==> src/rtl/run_seq_detector.sv <==
// rtl/run_seq_detector.sv - run-length ordered-pattern detector with pulse, level flag and saturating count
//
// Purpose:
//   Tracks how many symbols of the loaded pattern p0..pN-1 have been matched
//   so far (stage 0..N). Symbols after p0 may repeat in runs when
//   ALLOW_REPEAT=1. found is the level flag for stage==N. match pulses once
//   per entry into stage N. match_cnt counts those pulses and saturates.
//
// Ports:
//   clk          rising-edge clock
//   reset        asynchronous active-high reset
//   in_valid     qualifies in_sym
//   in_sym       input symbol, W bits
//   cfg_load     load cfg_pattern; also drops stage to 0 and discards in_sym
//   cfg_pattern  new pattern, p0 in the least significant W bits
//   cnt_clr      synchronous clear of match_cnt, wins over an increment
//   found        stage == N
//   match        registered one-cycle pulse on entry into stage N
//   match_cnt    saturating detection count
//   stage        matched-prefix length, for debug
module run_seq_detector #(
    parameter int W            = 2,
    parameter int N            = 3,
    parameter int CNT_W        = 8,
    parameter int ALLOW_REPEAT = 1,
    parameter logic [N*W-1:0] DEFAULT_PATTERN = {2'd3, 2'd2, 2'd1},
    localparam int SW = $clog2(N + 1)
) (
    input  logic               clk,
    input  logic               reset,
    input  logic               in_valid,
    input  logic [W-1:0]       in_sym,
    input  logic               cfg_load,
    input  logic [N*W-1:0]     cfg_pattern,
    input  logic               cnt_clr,
    output logic               found,
    output logic               match,
    output logic [CNT_W-1:0]   match_cnt,
    output logic [SW-1:0]      stage
);

    logic [N*W-1:0]   pattern_q, pattern_d;
    logic [SW-1:0]    stage_q, stage_d;
    logic             match_q, match_d;
    logic [CNT_W-1:0] cnt_q, cnt_d;

    logic [W-1:0]     pat_sym [N];
    logic [W-1:0]     p_cur;     // symbol that would advance from the current stage
    logic [W-1:0]     p_prev;    // last matched symbol, used for run holding
    logic             cur_ok;    // stage_q in 1..N-1, so p_cur is meaningful
    logic             prev_ok;   // stage_q >= 2, so p_prev is meaningful
    logic [SW-1:0]    stage_next;

    // Unpack the pattern register into per-symbol slots.
    always_comb begin
        for (int i = 0; i < N; i++) begin
            pat_sym[i] = pattern_q[i*W +: W];
        end
    end

    // Select pk and pk-1 by comparing each slot index against the stage,
    // which avoids an out-of-range index when stage == N.
    always_comb begin
        p_cur  = '0;
        p_prev = '0;
        for (int i = 0; i < N; i++) begin
            if (SW'(i) == stage_q) begin
                p_cur = pat_sym[i];
            end
            if (SW'(i + 1) == stage_q) begin
                p_prev = pat_sym[i];
            end
        end
    end

    assign cur_ok  = (stage_q >= SW'(1)) && (stage_q < SW'(N));
    assign prev_ok = (ALLOW_REPEAT != 0) && (stage_q >= SW'(2));

    // Priority: restart on p0, then advance, then hold on a repeat, else drop.
    // The ordering decides the outcome when the pattern has duplicate symbols.
    always_comb begin
        stage_next = '0;
        if (in_sym == pat_sym[0]) begin
            stage_next = SW'(1);
        end else if (cur_ok && (in_sym == p_cur)) begin
            stage_next = stage_q + SW'(1);
        end else if (prev_ok && (in_sym == p_prev)) begin
            stage_next = stage_q;
        end else begin
            stage_next = '0;
        end
    end

    always_comb begin
        pattern_d = pattern_q;
        stage_d   = stage_q;
        match_d   = 1'b0;
        cnt_d     = cnt_q;

        if (cfg_load) begin
            // A reconfiguration restarts detection; the symbol on this edge is dropped.
            pattern_d = cfg_pattern;
            stage_d   = '0;
        end else if (in_valid) begin
            stage_d = stage_next;
            match_d = (stage_next == SW'(N)) && (stage_q != SW'(N));
        end

        if (cnt_clr) begin
            cnt_d = '0;
        end else if (match_d && (cnt_q != {CNT_W{1'b1}})) begin
            cnt_d = cnt_q + CNT_W'(1);
        end
    end

    always_ff @(posedge clk or posedge reset) begin
        if (reset) begin
            pattern_q <= DEFAULT_PATTERN;
            stage_q   <= '0;
            match_q   <= 1'b0;
            cnt_q     <= '0;
        end else begin
            pattern_q <= pattern_d;
            stage_q   <= stage_d;
            match_q   <= match_d;
            cnt_q     <= cnt_d;
        end
    end

    assign found     = (stage_q == SW'(N));
    assign match     = match_q;
    assign match_cnt = cnt_q;
    assign stage     = stage_q;

endmodule
==> config.mk <==
export PLATFORM = sky130hd
export DESIGN_NAME = run_seq_detector
export DESIGN_NICKNAME = d
export VERILOG_FILES = /design/src/rtl/run_seq_detector.sv
export SDC_FILE = /design/constraint.sdc
export NUM_CORES = 1
export LEC_CHECK = 0
export CAP_MARGIN = 10
export CORE_UTILIZATION = 30
export CTS_BUF_LIST = sky130_fd_sc_hd__clkbuf_4 sky130_fd_sc_hd__clkbuf_8 sky130_fd_sc_hd__clkbuf_16
export CTS_CLUSTER_SIZE = 8
export DETAILED_ROUTE_END_ITERATION = 10
export PLACE_DENSITY_LB_ADDON = 0.12
export SLEW_MARGIN = 0
export SYNTH_ARGS = -nofsm -noshare
export SYNTH_HDL_FRONTEND = slang
export SYNTH_SLANG_ARGS = --single-unit
==> constraint.sdc <==
create_clock -name clk -period 3.9 [get_ports clk]
set_input_delay 0.78 -clock clk [delete_from_list [all_inputs] [get_ports clk]]
set_output_delay 0.78 -clock clk [all_outputs]
set_load 0.05 [all_outputs]
**Word level (Yosys, flattened, before mapping)**

Cells that the tools add are included.

- Register bits after elaboration: 17
- Output and inout port bits: 12
- Bits of input ports: 13
- Logic and storage cells: 42

- Reductions and logical operators: 8
- Order comparisons: 3
- Mux-type cells: 15
- Eq/ne operators: 10
- Add/sub/neg operators: 2

Operators by type and width:

| operator | count |
|---|---|
| 2-bit 2-to-1 mux | 11 |
| 8-bit 2-to-1 mux | 2 |
| 8-bit by 1-bit adder with 8-bit output, second input constant | 1 |
| 8-bit inequality test, second input constant | 1 |
| 2-bit equality test | 3 |
| 1-bit logical AND | 5 |
| 2-bit equality test, first input constant | 2 |
| 2-bit equality test, second input constant | 2 |
| 2-bit nonzero test | 2 |
| 2-bit by 1-bit adder with 2-bit output, second input constant | 1 |
| 1-bit by 2-bit equality test with 1-bit output, first input constant | 1 |
| 2-bit by 1-bit greater-or-equal comparator with 1-bit output, second input constant | 1 |
| 2-bit greater-or-equal comparator, second input constant | 1 |
| 2-bit logical NOT | 1 |
| 2-bit < comparator, second input constant | 1 |
| 1-bit 2-to-1 mux | 2 |
| 2-bit inequality test, second input constant | 1 |

**Depth between registers and ports, before layout**

Gate-level depths: netlist of run 1.

- Word-level depth: 16
- Depth in mapped cells: 11
- Depth with buffers taken out: 9

**Worst setup path before layout of run 1**

Ideal clock, no wire load.

- Path kind: reg-to-reg
- Start: reg stage_q[0] (netlist: stage[0])
- End: reg cnt_q[3] (netlist: match_cnt[3])
- Cell stages (with the launch flop): 12
- Data required time: 3.772 ns
- Path slack: 0.854 ns
- Path buffers: 2
- Setup time: 0.128 ns
- Data arrival time: 2.918 ns
- Cells stage by stage: dfrtp_1 > inv_1 > ha_1 > buf_6 > a21oi_1 > a21oi_2 > xnor2_1 > and3_1 > buf_2 > o41ai_4 > nand4_1 > mux2_1

- Cells in the longest elaborated chain, start to end: 15
- Elaborated cells between the ends (all ways): 29

Ends and longest elaborated chain:

| element | RTL line | text |
|---|---|---|
| start, declared | 43 | `logic [SW-1:0] stage_q, stage_d;` |
| start signal, assigned | 124 | `stage_q <= stage_d;` |
| 1-bit by 2-bit equality test with 1-bit output | 67, 70 |  |
| 2-bit 2-to-1 mux (3 in a row) | 70 | `if (SW'(i + 1) == stage_q) begin` |
| 2-bit equality test | 87 | `end else if (prev_ok && (in_sym == p_prev)) begin` |
| 1-bit logical AND | 87 |  |
| 2-bit 2-to-1 mux | 87 |  |
| 2-bit 2-to-1 mux | 85 | `end else if (cur_ok && (in_sym == p_cur)) begin` |
| 2-bit 2-to-1 mux | 83 | `if (in_sym == pat_sym[0]) begin` |
| 2-bit equality test | 106 | `match_d = (stage_next == SW'(N)) && (stage_q != SW'(N));` |
| 1-bit logical AND (*) | 106 |  |
| 1-bit 2-to-1 mux (*) | 104 | `end else if (in_valid) begin` |
| 1-bit 2-to-1 mux (*) | 100 | `if (cfg_load) begin` |
| 1-bit logical AND (*) | 111 | `end else if (match_d && (cnt_q != {CNT_W{1'b1}})) begin` |
| 2-bit nonzero test (no source line) (*) | -- |  |
| end signal, assigned | 126 | `cnt_q <= cnt_d;` |
| end, declared | 45 | `logic [CNT_W-1:0] cnt_q, cnt_d;` |

Every way passes the cells marked *; elsewhere a longest branch is shown, timed or not.
A chain may end at the register's enable or synchronous reset.

**Final worst setup path of run 1**

- Start: in in_sym[0]
- End: reg cnt_q[3] (netlist: match_cnt[3])

- Cells in the longest elaborated chain, start to end: 11
- Elaborated cells between the ends (all ways): 14

Ends and longest elaborated chain:

| element | RTL line | text |
|---|---|---|
| start, declared | 32 | `input logic [W-1:0] in_sym,` |
| 2-bit equality test | 87 |  |
| 1-bit logical AND | 87 |  |
| 2-bit 2-to-1 mux | 87 |  |
| 2-bit 2-to-1 mux | 85 |  |
| 2-bit 2-to-1 mux (*) | 83 |  |
| 2-bit equality test (*) | 106 |  |
| 1-bit logical AND (*) | 106 |  |
| 1-bit 2-to-1 mux (*) | 104 |  |
| 1-bit 2-to-1 mux (*) | 100 |  |
| 1-bit logical AND (*) | 111 |  |
| 2-bit nonzero test (no source line) (*) | -- |  |

Marks and branches as above.

==> results of run 1 <==
## worst max-delay path: cells and delay by family
kind / cells / cell delay, ns
AOI/OAI and AO/OA: 2 / 0.66
muxes: 1 / 0.34
buffers and inverters: 1 / 0.62
xor gates and xnor gates: 1 / 0.22
and+or+nand+nor: 3 / 0.61
## through the flow
| step | instances | util [%] | setup WS, ns |
|---|---|---|---|
| floorplan | 123 | - | 0.854 |
| global placement | 189 | 38.8 | 0.581 |
| detailed placement | 189 | 38.8 | 0.494 |
| CTS | 193 | 40.2 | 0.752 |
| global route | 193 | 40.2 | 0.551 |
| finish | 193 | 40.2 | 0.787 |
## synthesized netlist by cell type (2+ instances only)
master	n
a21oi_1	9
a21oi_2	2
a311oi_1	3
and3_1	6
buf_2	3
clkbuf_1	2
dfrtp_1	13
dfstp_2	4
ha_1	5
inv_1	4
mux2_1	3
mux2_2	6
nand2_1	6
nand2b_1	4
nand3_1	4
nand3b_1	2
nand4_1	5
nor2_1	8
nor2b_1	6
nor3_1	3
o21ai_0	3
xnor2_1	7
xor2_1	2
## layout make-up
cell class	count	area, um2
fill	383	2210
multi-input combinational	96	687
sequential	17	430
timing repair buffer	24	240
tap	48	60.1
clock buffer	4	48.8
inverter	4	15.0
## cells in the final DEF (no fill, tap or decap)
cell              n
a21o_1            1
a21oi_1           9
a21oi_2           2
a311oi_1          3
a31o_1            1
a31oi_1           1
and2_0            1
and2_1            1
and3_1            6
clkbuf_4          1
clkbuf_8          3
clkdlybuf4s50_1  24
dfrtp_1          13
dfstp_2           4
ha_1              5
inv_1             4
mux2_1            3
mux2_2            6
mux2i_1           1
nand2_1           6
nand2b_1          4
nand3_1           4
nand3b_1          2
nand4_1           5
nor2_1            8
nor2b_1           6
nor3_1            3
o211ai_1          1
o21ai_0           3
o21ai_1           1
o21bai_1          1
o31ai_1           1
o41ai_4           1
or2_0             1
xnor2_1           7
xor2_1            2
## flip-flops by register name, summed over array words and instances (netlist names)
register   cells
match          1
match_cnt      8
pattern_q      6
stage          2
## routing by layer
metal | vias to the layer above | track usage [%]
li1 | 483 | -
met2 | 19 | 20.8
met4 | 0 | 5.28
met1 | 459 | 17.4
met3 | 4 | 2.32
met5 | - | 0
## power breakdown
part / total, uW / switching (uW) / leakage (uW) / internal, uW
clock: 136 / 56.4 / 0.0000262 / 79.3
combinational: 90.3 / 47.6 / 0.000352 / 42.7
sequential: 198 / 10.3 / 0.000218 / 188
## worst min path at each step
stage                       from            to  slack, ns  cells after the start
CTS                 pattern_q[2]  pattern_q[2]       0.60                      1
global placement    pattern_q[2]  pattern_q[2]       0.58                      1
global route        pattern_q[2]  pattern_q[2]       0.64                      1
detailed placement  pattern_q[2]  pattern_q[2]       0.58                      1
finish              pattern_q[2]  pattern_q[2]       0.59                      1
floorplan           pattern_q[2]  pattern_q[2]       0.53                      1
## cell families (layout without fill, tap and decap cells)
family	Yosys count	in the layout	synth area share [%]
buffers and inverters	10	32	4.18
AND/OR/NAND/NOR	47	47	21.7
multiplexers	10	10	9.55
AO/OA/AOI/OAI	25	25	15.6
flip-flops	17	17	36.9
adder cells (fa/ha/maj)	5	5	5.36
XOR/XNOR	9	9	6.76
==> results.md, run 1 <==
- Layout cells sized above 1: 11.7%
- Cell count after synthesis: 123
- Total GRT Usage: 13.1%
- Core Rows: 22
- Total wire length after detailed routing: 2.45 mm
- Final period utilization: 79.8%
- Synth Area per Inst: 9.48 um2
- M1 WL: 1.22 mm
- Critical path type: in2reg
- Pwr Total: 424 uW
- Root Buffer: clkbuf_8
- Register area share after synthesis: 36.9%
- Fmax: 0.321 GHz
- Leak: 0.000596 uW
- Number of max-cap violations: 0
- Crit path capture type: flip-flop
- IO Count: 25
- P per Cell Area: 286 nW/um2
- Ys flop type: dfrtp_1
- Count of final hold-check violations: 0
- Hold Path Class: reg2reg
- CP max-delay cell: clkdlybuf4s50_1
- CTS Hold Bufs: 0
- Initial antenna violation count: 0
- Worst IR drop on VDD: 0.000172 V
- CP arrival: 3.24 ns
- H-tree depth: 1
- Final Skew: 0.00153 ns
- Clock buffer depth: 2
- Post-place instance area: 1430 um2
- Port-buffer cells: 24
- Die width: 64.3 um
- Floorplan Core Area: 3690 um2
- Critical R2R Launch: stage[1]
- Vias in the first global route: 891
- Synth area leader: dfrtp_1
- Synth top area share: 27.9%
- Setup violators final: 0
- CP Cell Sequence: clkdlybuf4s50_1, xor2_1, o21ai_1, nor3_1, nand3_1, o41ai_4, nand4_1, mux2_1
- Largest net degree at the start of global routing: 18
- Initial Util: 31.6%
- Clock buffer count from CTS: 3
- Sink Count: 17
- RSZ-0062 raised after global routing: false
- Dominant cells by area after synthesis: dfrtp_1, dfstp_2, mux2_2
- DR iter-0 viols: 45
- Routed wl met3: 69 um
- Slew Viols, Final: 0
- Required @ worst endpoint: 4.03 ns
- Slew HR: 54.9%
- Syn_nets: 141
- Vias: 965
- Setup_tns: 0 ns
- Cell Area, Synth: 1170 um2
- Met2 WL: 1.13 mm
- Finished Cell Area: 1480 um2
- R2R Setup Slk: 0.88 ns
- Routability cong.: 0.794
- Vias per cell: 5.00
- Startpoint types: input pin
- DIE HEIGHT: 64.3 um
- First-pass GRT wire length: 4.16 mm
- Postcts setup bufs: 0
- Fin crit period: 3.11 ns
- Layout Nets: 164
- YS warnings: 0
- Synth cell types: 36
- Die ar.: 4140 um2
- Worst-Margin Slew: 0.676 ns
- CTS tree: yes
- Hold WS: 0.595 ns
- Antenna diodes: 0
- Clock latency on the worst-skew pair: 0.25 ns
- Worst-case reg-to-reg path depth: 9
- Async SR Flop Fraction: 100%
- EDFF count, synth: 0
- R2r endpoint: match_cnt[3]
- HPWL after DPL: 1.87 mm
- Gr ovfl total: 0
- CP Launch Point: in_sym[0]
- Detailed Routing Iterations Pass 1: 4
- Outcome: complete, no violations
- Routed len/inst: 12.7 um
- Reg clk slew, reported paths: 0.06 ns
- CP Max Fanout: 9
- Remaining DRCs: 0
- #FFs+latches synth: 17
- Post-DRT Antenna Nets: 0
- CP peak stage delay: 0.62 ns
- Resized cells post-CTS: 0
- P&R area growth vs syn: 27.0%
- Crit path to: match_cnt[3]
- Max layer used: met4
Power figures use the tool's default switching activity.
==> inputs of run 2 (changes only) <==
- clock period: 3.9 -> 2.6 ns (I/O delays scaled with it)
==> run 2 against run 1 <==
  * First-iteration DRC count fell by 20%
  * Highest routed layer unchanged
  * Global-route usage rose by 2.1 points
  * Utilization rose by 6.2 points
  * Critical path type is now reg2out
  * Largest power group unchanged
==> results.md, run 2 (synthesized netlist as in run 1, its figures left out) <==
- HPWL after DPL: 2.23 mm
- Detailed Routing Iterations Pass 1: 4
- Gr ovfl total: 0
- P&R area growth vs syn: 46.6%
- Most frequent cells in the layout: clkdlybuf4s50_1, buf_4, dfrtp_1
- Number of max-cap violations: 0
- Multi-input logic area: 747 um2
- DR iter-0 viols: 36
- First-pass GRT wire length: 4.86 mm
- Clock buffer count from CTS: 3
- Clock buffer depth: 2
- Vias in the first global route: 1077
- Post-DRT Antenna Nets: 0
- Routability cong.: 0.769
- Initial Util: 31.6%
- Commonest non-fill, non-tap cell in the layout: clkdlybuf4s50_1
- DIE HEIGHT: 64.3 um
- Fin crit period: 2.49 ns
- Count of final hold-check violations: 0
- Worst-case reg-to-reg path depth: 9
- Outcome: complete, no violations
- CP Max Fanout: 5
- R2R Setup Slk: 0.14 ns
- R2r endpoint: match_cnt[3]
- CTS tree: yes
- Setup_tns: 0 ns
- Clk pwr share: 29.6%
- Vias: 1047
- Floorplan Core Area: 3690 um2
- Final Skew: 0.00301 ns
- Critical R2R Launch: stage[0]
- Worst IR drop on VDD: 0.000233 V
- Routed len/inst: 13.2 um
- RSZ-0062 raised after global routing: false
- CP arrival: 1.97 ns
- Largest net degree at the start of global routing: 13
- Pint: 497 uW
- Reg clk slew, reported paths: 0.06 ns
- Switching Fraction: 27.1%
- Startpoint types: flip-flop
- Root Buffer: clkbuf_8
- IO Count: 25
- P per Cell Area: 399 nW/um2
- Slew Viols, Final: 0
- Comb pwr share: 26.4%
- Final period utilization: 95.9%
- Initial antenna violation count: 0
- Die width: 64.3 um
- Net switching power: 185 uW
- Sequential fraction of design power: 44.0%
- Hold Path Class: reg2reg
- Max reg flops: 8
- Layout cells sized above 1: 31.9%
- Die ar.: 4140 um2
- CP Launch Point: stage[1]
- Remaining DRCs: 0
- Vias per cell: 4.89
- Required @ worst endpoint: 2.08 ns
- Dpl ws: -0.206 ns
- Layout Nets: 185
- Critical path type: reg2out
- Seq. cell area: 435 um2
- H-tree depth: 1
- Antenna diodes: 0
- Fillers: 367
- Sink Count: 17
- Setup violators final: 0
- Setup WS post-layout: 0.107 ns
- Crit path capture type: output port
- Crit path to: found
- Worst hold stages: 1
- Slew HR: 66.5%
- Clock latency on the worst-skew pair: 0.25 ns
- CTS Hold Bufs: 0
- Pwr Total: 682 uW
- Leak: 0.000705 uW
- Worst-Margin Slew: 0.501 ns
- Core Rows: 22
- Total GRT Usage: 15.1%
- Total wire length after detailed routing: 2.82 mm
- Fmax: 0.401 GHz
- Port-buffer cells: 24
## run 2: per-layer routing
layer,global-route usage [%],share of wire (%),wire [um]
met1,19.9,49,1390
met3,2.32,2.0,57
met5,0,0,0
met4,5.56,0.60,17
met2,24.9,48,1350
## run 2: what timing repair did
item                       CTS  global route
setup buffers                0             5
setup endpoints to repair    0             8
resized for setup            0             6
## run 2: layout make-up
class,instances,area share [%]
multi-input cells,96,43.7
flip-flops and latches,17,25.5
repair buffers,45,23.3
well taps,48,3.51
clock buffers,4,2.86
inverters,4,1.17
## run 2: how the worst min path moves through the flow
stage	slack, ns	to	startpoint
final	0.56	pattern_q[2]	pattern_q[2]
after global routing	0.58	pattern_q[2]	pattern_q[2]
after CTS	0.57	pattern_q[2]	pattern_q[2]
after detailed placement	0.55	pattern_q[2]	pattern_q[2]
after global placement	0.56	pattern_q[2]	pattern_q[2]
after floorplan	0.44	match	reset
## run 2: worst max-delay path, stage by stage, from the launching register on
cell and delay (ns):
dfrtp_2 0.44, buf_4 0.13, buf_4 0.10, ha_2 0.23, clkdlybuf4s50_1 0.82
## run 2: stage by stage
| stage | hold slack (ns) | util (%) | instances | area, um2 |
|---|---|---|---|---|
| 3_5_place_dp | 0.551 | 43.4 | 205 | 1600 |
| 4_1_cts | 0.565 | 44.7 | 209 | 1650 |
| 2_1_floorplan | 0.443 | - | 123 | 1210 |
| 6_report | 0.559 | 46.3 | 214 | 1710 |
| 5_1_grt | 0.581 | 46.3 | 214 | 1710 |
| 3_3_place_gp | 0.556 | 43.4 | 205 | 1600 |
## run 2: power groups by stage
stage | clock network, uW | logic, uW | registers (uW)
floorplan | 0 | 97.5 | 309
global route | 222 | 197 | 303
CTS | 210 | 173 | 301
finish | 202 | 180 | 300
detailed placement | 0 | 173 | 306
global placement | 0 | 170 | 305
==> inputs of run 3 (changes only) <==
- CTS_CLUSTER_SIZE: 8 -> 14
==> results of run 3 <==
Same layout as run 2: the final DEF is identical, and so are final timing and power.
